File: config.mk
export PLATFORM = sky130hd
export DESIGN_NAME = ca_code_acquire
export DESIGN_NICKNAME = d
export VERILOG_FILES = /design/src/rtl/ca_pkg.sv /design/src/rtl/ca_replica.sv /design/src/rtl/ca_code_acquire.sv
export SDC_FILE = /design/constraint.sdc
export NUM_CORES = 1
export LEC_CHECK = 0
export CORE_MARGIN = 3
export CORE_UTILIZATION = 45
export DETAILED_ROUTE_END_ITERATION = 10
export GPL_TIMING_DRIVEN = 0
export PLACE_DENSITY_LB_ADDON = 0.12
export SLEW_MARGIN = 30
export SYNTH_ARGS = -nofsm -noshare
export SYNTH_HDL_FRONTEND = slang
export SYNTH_SLANG_ARGS = --single-unit
File: constraint.sdc
create_clock -name clock -period 6.8 [get_ports clock]
set_input_delay 1.36 -clock clock [delete_from_list [all_inputs] [get_ports clock]]
set_output_delay 1.36 -clock clock [all_outputs]
set_load 0.02 [all_outputs]
File: src/rtl/ca_pkg.sv
// Shared C/A code definitions: code length, G2 phase-selector tap pairs, acquisition states.
package ca_pkg;

  localparam int CODE_LEN = 1023;

  typedef enum logic [2:0] {
    ST_IDLE   = 3'd0,
    ST_DWELL  = 3'd1,
    ST_SLIP   = 3'd2,
    ST_LOCKED = 3'd3,
    ST_FAIL   = 3'd4
  } state_e;

  // G2 stage pair (1-based) whose XOR forms the delayed G2 for PRN 1..32
  localparam logic [3:0] G2_TAP_A [32] = '{
    4'd2, 4'd3, 4'd4, 4'd5, 4'd1, 4'd2, 4'd1, 4'd2,
    4'd3, 4'd2, 4'd3, 4'd5, 4'd6, 4'd7, 4'd8, 4'd9,
    4'd1, 4'd2, 4'd3, 4'd4, 4'd5, 4'd6, 4'd1, 4'd4,
    4'd5, 4'd6, 4'd7, 4'd8, 4'd1, 4'd2, 4'd3, 4'd4
  };
  localparam logic [3:0] G2_TAP_B [32] = '{
    4'd6, 4'd7, 4'd8, 4'd9, 4'd9, 4'd10, 4'd8, 4'd9,
    4'd10, 4'd3, 4'd4, 4'd6, 4'd7, 4'd8, 4'd9, 4'd10,
    4'd4, 4'd5, 4'd6, 4'd7, 4'd8, 4'd9, 4'd3, 4'd6,
    4'd7, 4'd8, 4'd9, 4'd10, 4'd6, 4'd7, 4'd8, 4'd9
  };

endpackage

File: src/rtl/ca_replica.sv
// Local C/A replica: G1/G2 LFSR pair with re-seed and advance; chip output is combinational
// from the current register state so it lines up with the chip being correlated.
module ca_replica
  import ca_pkg::*;
(
  input  logic       clock,
  input  logic       init_i,
  input  logic       adv_i,
  input  logic [4:0] prn_i,
  output logic       chip_o
);

  logic [10:1] g1_q, g1_d;
  logic [10:1] g2_q, g2_d;
  logic [3:0]  tap_a, tap_b;

  always_comb begin
    g1_d = g1_q;
    g2_d = g2_q;
    if (init_i) begin
      g1_d = '1;
      g2_d = '1;
    end else if (adv_i) begin
      g1_d = {g1_q[9:1], g1_q[3] ^ g1_q[10]};
      g2_d = {g2_q[9:1], g2_q[2] ^ g2_q[3] ^ g2_q[6] ^ g2_q[8] ^ g2_q[9] ^ g2_q[10]};
    end
  end

  always_ff @(posedge clock) begin
    g1_q <= g1_d;
    g2_q <= g2_d;
  end

  assign tap_a  = G2_TAP_A[prn_i];
  assign tap_b  = G2_TAP_B[prn_i];
  assign chip_o = g1_q[10] ^ g2_q[tap_a] ^ g2_q[tap_b];

endmodule

File: src/rtl/ca_code_acquire.sv
// Serial slip-and-dwell C/A code acquisition over all 1023 phases of one PRN.
// Define CA_ACQ_TRACK_EN to keep dwelling after lock and resume the search on loss of lock.
module ca_code_acquire
  import ca_pkg::*;
#(
  parameter int DWELL_LEN  = 1023,
  parameter int THRESH     = 512,
  parameter int LOSS_COUNT = 3,
  parameter int ACC_W      = 13
) (
  input  logic                    clock,
  input  logic                    reset_n,
  input  logic                    start,
  input  logic [4:0]              prn,
  input  logic                    chip_valid,
  input  logic                    chip_in,
  output logic                    busy,
  output logic                    locked,
  output logic                    fail,
  output logic [9:0]              code_phase,
  output logic signed [ACC_W-1:0] corr,
  output logic                    corr_valid,
  output logic                    polarity
);

  localparam logic [11:0]              CNT_LAST   = 12'(DWELL_LEN - 1);
  localparam logic [9:0]               PHASE_LAST = 10'(CODE_LEN - 1);
  localparam logic signed [ACC_W-1:0]  THR        = ACC_W'(THRESH);

  function automatic logic over_thresh(input logic signed [ACC_W-1:0] v);
    return (v >= THR) || (v <= -THR);
  endfunction

  state_e                  state_q, state_d;
  logic signed [ACC_W-1:0] acc_q, acc_d, acc_next;
  logic signed [ACC_W-1:0] corr_q, corr_d;
  logic [11:0]             cnt_q, cnt_d;
  logic [9:0]              phase_q, phase_d, phase_nxt, base;
  logic [4:0]              prn_q, prn_d;
  logic                    cv_q, cv_d, pol_q, pol_d;
  logic                    locked_q, locked_d, fail_q, fail_d, busy_q, busy_d;
  logic                    rep_init, rep_adv, rep_chip, dwelling;

`ifdef CA_ACQ_TRACK_EN
  localparam int                MISS_W    = (LOSS_COUNT > 1) ? $clog2(LOSS_COUNT) : 1;
  localparam logic [MISS_W-1:0] MISS_LAST = MISS_W'(LOSS_COUNT - 1);
  logic [MISS_W-1:0] miss_q, miss_d;
  logic [9:0]        base_q, base_d;
  assign base     = base_q;
  assign dwelling = (state_q == ST_DWELL) || (state_q == ST_LOCKED);
`else
  assign base     = '0;
  assign dwelling = (state_q == ST_DWELL);
`endif

  ca_replica u_replica (
    .clock  (clock),
    .init_i (rep_init),
    .adv_i  (rep_adv),
    .prn_i  (prn_q),
    .chip_o (rep_chip)
  );

  assign acc_next  = (chip_in == rep_chip) ? acc_q + ACC_W'(1) : acc_q - ACC_W'(1);
  // Search fails when the next candidate would revisit the phase the search started from
  assign phase_nxt = (phase_q == PHASE_LAST) ? '0 : phase_q + 10'd1;

  always_comb begin
    state_d  = state_q;
    acc_d    = acc_q;
    cnt_d    = cnt_q;
    phase_d  = phase_q;
    corr_d   = corr_q;
    cv_d     = 1'b0;
    pol_d    = pol_q;
    locked_d = locked_q;
    fail_d   = fail_q;
    busy_d   = busy_q;
    prn_d    = prn_q;
    rep_init = 1'b0;
    rep_adv  = 1'b0;
`ifdef CA_ACQ_TRACK_EN
    miss_d   = miss_q;
    base_d   = base_q;
`endif
    if (start) begin
      prn_d    = prn;
      rep_init = 1'b1;
      acc_d    = '0;
      cnt_d    = '0;
      phase_d  = '0;
      pol_d    = 1'b0;
      locked_d = 1'b0;
      fail_d   = 1'b0;
      busy_d   = 1'b1;
      state_d  = ST_DWELL;
`ifdef CA_ACQ_TRACK_EN
      miss_d   = '0;
      base_d   = '0;
`endif
    end else if (chip_valid) begin
      if (state_q == ST_SLIP) begin
        state_d = ST_DWELL;
      end else if (dwelling) begin
        rep_adv = 1'b1;
        if (cnt_q != CNT_LAST) begin
          cnt_d = cnt_q + 12'd1;
          acc_d = acc_next;
        end else begin
          cnt_d  = '0;
          acc_d  = '0;
          corr_d = acc_next;
          cv_d   = 1'b1;
          if (state_q == ST_DWELL) begin
            if (over_thresh(acc_next)) begin
              state_d  = ST_LOCKED;
              locked_d = 1'b1;
              busy_d   = 1'b0;
              pol_d    = acc_next[ACC_W-1];
            end else if (phase_nxt == base) begin
              state_d = ST_FAIL;
              fail_d  = 1'b1;
              busy_d  = 1'b0;
            end else begin
              phase_d = phase_nxt;
              state_d = ST_SLIP;
            end
          end
`ifdef CA_ACQ_TRACK_EN
          else if (over_thresh(acc_next)) begin
            miss_d = '0;
          end else if (miss_q == MISS_LAST) begin
            miss_d   = '0;
            locked_d = 1'b0;
            busy_d   = 1'b1;
            base_d   = phase_q;
            phase_d  = phase_nxt;
            state_d  = ST_SLIP;
          end else begin
            miss_d = miss_q + 1'b1;
          end
`endif
        end
      end
    end
  end

  always_ff @(posedge clock) begin
    if (!reset_n) begin
      state_q  <= ST_IDLE;
      phase_q  <= '0;
      corr_q   <= '0;
      cv_q     <= 1'b0;
      pol_q    <= 1'b0;
      locked_q <= 1'b0;
      fail_q   <= 1'b0;
      busy_q   <= 1'b0;
`ifdef CA_ACQ_TRACK_EN
      miss_q   <= '0;
      base_q   <= '0;
`endif
    end else begin
      state_q  <= state_d;
      phase_q  <= phase_d;
      corr_q   <= corr_d;
      cv_q     <= cv_d;
      pol_q    <= pol_d;
      locked_q <= locked_d;
      fail_q   <= fail_d;
      busy_q   <= busy_d;
`ifdef CA_ACQ_TRACK_EN
      miss_q   <= miss_d;
      base_q   <= base_d;
`endif
    end
    acc_q <= acc_d;
    cnt_q <= cnt_d;
    prn_q <= prn_d;
  end

  assign busy       = busy_q;
  assign locked     = locked_q;
  assign fail       = fail_q;
  assign code_phase = phase_q;
  assign corr       = corr_q;
  assign corr_valid = cv_q;
  assign polarity   = pol_q;

endmodule

==> impl_metrics.json <==
{
  "p_sw_uw": 763,
  "setup_viol": 0,
  "nets": 710,
  "ys_types": 78,
  "synth_area_leaders": "dfxtp_1 (30%), nand2_1 (6.4%), ha_1 (5.9%)",
  "final_cell_mix": "nand2_1 (87), dfxtp_1 (76), nor2_1 (57)",
  "use_met1_pct": 26.7,
  "hpwl_um": 9110,
  "endpoint_kind": "flop",
  "synth_area_per_cell_um2": 8.19,
  "initial_core_util_pct": 46.5,
  "synth_top_family_by_area": "simple AND/OR/NAND/NOR gates",
  "port_buffers": 37,
  "worst_slack_ps": 352,
  "dr.first_iter.drc_count": 374,
  "drv_cap": 0,
  "grt_antenna_before_repair": 0,
  "io_pins": 38,
  "max_clock_freq_ghz": 0.155,
  "die_w_um": 112,
  "n_antenna_cell": 0,
  "arrival_ps": 6720,
  "root_buffer": "clkbuf_16",
  "grtUsageMet2_pct": 33.0,
  "cp-start-kind": "flop",
  "drive_gt1_share_pct": 8.82,
  "hp-class": "reg -> reg",
  "place_congestion": 0.880,
  "wire_per_inst_um": 15.5,
  "synth_edf_count": 5,
  "cts_tree": "yes",
  "drc": 0,
  "clockPowerShare_pct": 27.3,
  "syn_to_final_growth_pct": 18.6,
  "synth-compound-area-share_pct": 20.3,
  "die_h_um": 112,
  "seqPwrFrac_pct": 27.0,
  "final_max_slew_viol_count": 0,
  "swShare_pct": 38.9,
  "clock_latency_ps": 350,
  "yosysTopAreaCell": "dfxtp_1",
  "synth-seq-cells": 81,
  "finalCoreUtilization_pct": 55.1,
  "status": "finished clean",
  "cts.clk_slew.worst_paths_ps": 70,
  "synthXorXnorAreaFrac_pct": 5.64,
  "drt_pass1_iterations": 7,
  "critPathKind": "reg -> reg",
  "stdcell_area_um2": 6050,
  "maxSlewHeadroom_pct": 50.0,
  "synthCells": 623,
  "grt_pass1_vias": 4599,
  "grt_max_degree": 15,
  "clk_path_buf_depth": 2,
  "fill_cells": 987,
  "synthAdderAreaFrac_pct": 6.28,
  "period_share_pct": 94.8,
  "tightest_slew_ps": 742,
  "ys_warn_count": 0,
  "placementRows": 38,
  "routed_via_density": 5.74,
  "p_per_area_nw_per_um2": 324,
  "ir_drop_v": 0.000289,
  "required_ps": 7070,
  "cp_max_fo": 10,
  "async_flop_share_pct": 0,
  "grt.busiest_layer": "met2",
  "syn-cell-area_um2": 5100,
  "core_um2": 11000,
  "total_leakage_power_nw": 2.29,
  "track_usage_pct": 20.4,
  "ctsHtreeMaxLevel": 3,
  "mostFrequentLayoutCell": "nand2_1",
  "dr_total_vias": 4708,
  "multi_input_area_um2": 3280,
  "combPwrFrac_pct": 45.6,
  "synth.net_count": 658,
  "p_int_mw": 1.20,
  "pre_cts_slack_ps": -244,
  "dieArea_um2": 12700,
  "grt-ovfl-total": 0,
  "routed_wl_um": 12700,
  "place_area_um2": 5650,
  "synthMuxAreaShare_pct": 3.58,
  "netlist.area_leader.share_pct": 29.8,
  "holdWs_ps": 460,
  "yosysSeqAreaShare_pct": 32.8,
  "fin_crit_ps": 6450,
  "skew_ps": 8.33,
  "regArea_um2": 1670,
  "final_hold_viol_count": 0,
  "cts.sinks": 81,
  "cts_buffers": 9,
  "drtAntennaViolNets": 0,
  "synth_flop_cell": "dfxtp_1",
  "grt_first_pass_wirelength_um": 21500,
  "use_met3_pct": 4.58,
  "yosys.area_share.simple_pct": 27.7
}
-- through the flow --
step	TNS, ps	total power, mW	std cells
floorplan	0	1.19	623
global placement	-567	1.35	800
detailed placement	-1330	1.37	800
CTS	0	1.93	819
global route	-2.42	2.08	820
finish	0	1.96	820
-- Yosys cell counts (5+ instances only) --
master    count
a211oi_1      8
a21boi_0      9
a21oi_1      30
a22oi_1       7
a31oi_1       5
and2_1        7
and3_1        9
clkbuf_1     18
dfxtp_1      76
edfxtp_1      5
ha_1         24
inv_1        15
mux2_2        6
mux2i_1       9
nand2_1      87
nand2b_1     15
nand3_1      30
nand4_1       8
nor2_1       57
nor2b_1       7
nor3_1       19
nor3b_1       5
nor4_1        7
o211ai_1      9
o21ai_0      19
o31ai_1       7
or3_1         5
xnor2_1      16
xor2_1       11
-- final cells by class --
cell class                 instances  area share, %
buffer                            28           2.19
clock buffer                      11           4.01
clock inverter                     5           1.45
inverter                          16           1.05
multi-input combinational        498           54.2
sequential                        81           27.6
tap                              140           2.89
timing repair buffer              41           6.62
-- sequential cells by signal, indices dropped and copies added, names as in the netlist, 3 cells and up --
| name | count |
|---|---|
| u_replica.g1_q | 10 |
| u_replica.g2_q | 10 |
| state_q | 3 |
| code_phase | 10 |
| cnt_q | 12 |
| corr | 13 |
| acc_q | 13 |
| prn_q | 5 |
-- worst max-delay path, stage by stage, from the launching register on --
cell and delay (ps):
edfxtp_1 430, buf_2 200, inv_1 150, ha_1 210
nand4bb_1 170, o31ai_2 100, or3_4 410, o2111a_1 260
or4b_4 500, a211oi_4 390, xor2_4 210, clkinvlp_4 190
ha_1 360, nor2b_1 170, o31a_1 290, o2111a_1 280
or2_2 300, a221oi_2 270, o21a_1 230, xnor3_2 340
mux2i_2 210, buf_6 180, nor4_2 290, mux2i_1 240
-- power groups by stage --
| stage | clock network (mW) | registers, mW | logic, mW |
|---|---|---|---|
| after detailed placement | 0 | 0.542 | 0.824 |
| after floorplan | 0 | 0.535 | 0.656 |
| after global placement | 0 | 0.541 | 0.811 |
| final | 0.537 | 0.531 | 0.896 |
| after global routing | 0.566 | 0.534 | 0.983 |
| after CTS | 0.550 | 0.530 | 0.855 |
-- cell families (layout without fill, tap and decap cells) --
group	count (synthesis)	in the layout
compound gates	145	145
xor+xnor	29	29
fa+ha+maj	25	25
buf+inv	44	101
flops	81	81
mux	17	17
simple gates	282	282
-- path summary, 6_finish.rpt --
check | cells past startpoint | to | slack [ps] | from
max | 23 | code_phase[6] | 350 | prn_q[1]
min | 1 | state_q[2] | 460 | state_q[2]
max reg2reg | 23 | code_phase[6] | 350 | prn_q[1]
min reg2reg | 1 | state_q[2] | 460 | state_q[2]
-- repair_timing --
action | 4_1_cts | 5_1_grt
pin swaps | 1 | 2
endpoints found under the setup margin | 12 | 16
resized for setup | 2 | 6
buffers inserted | 3 | 1
cloned | 0 | 0
hold buffers | 0 | 0
-- metal layers --
| metal | share of wire, % | wire length (um) |
|---|---|---|
| met1 | 47 | 5930 |
| met2 | 46 | 5890 |
| met3 | 4.7 | 595 |
| met4 | 2.2 | 277 |
| met5 | 0 | 0 |
Power figures use the tool's default switching activity.
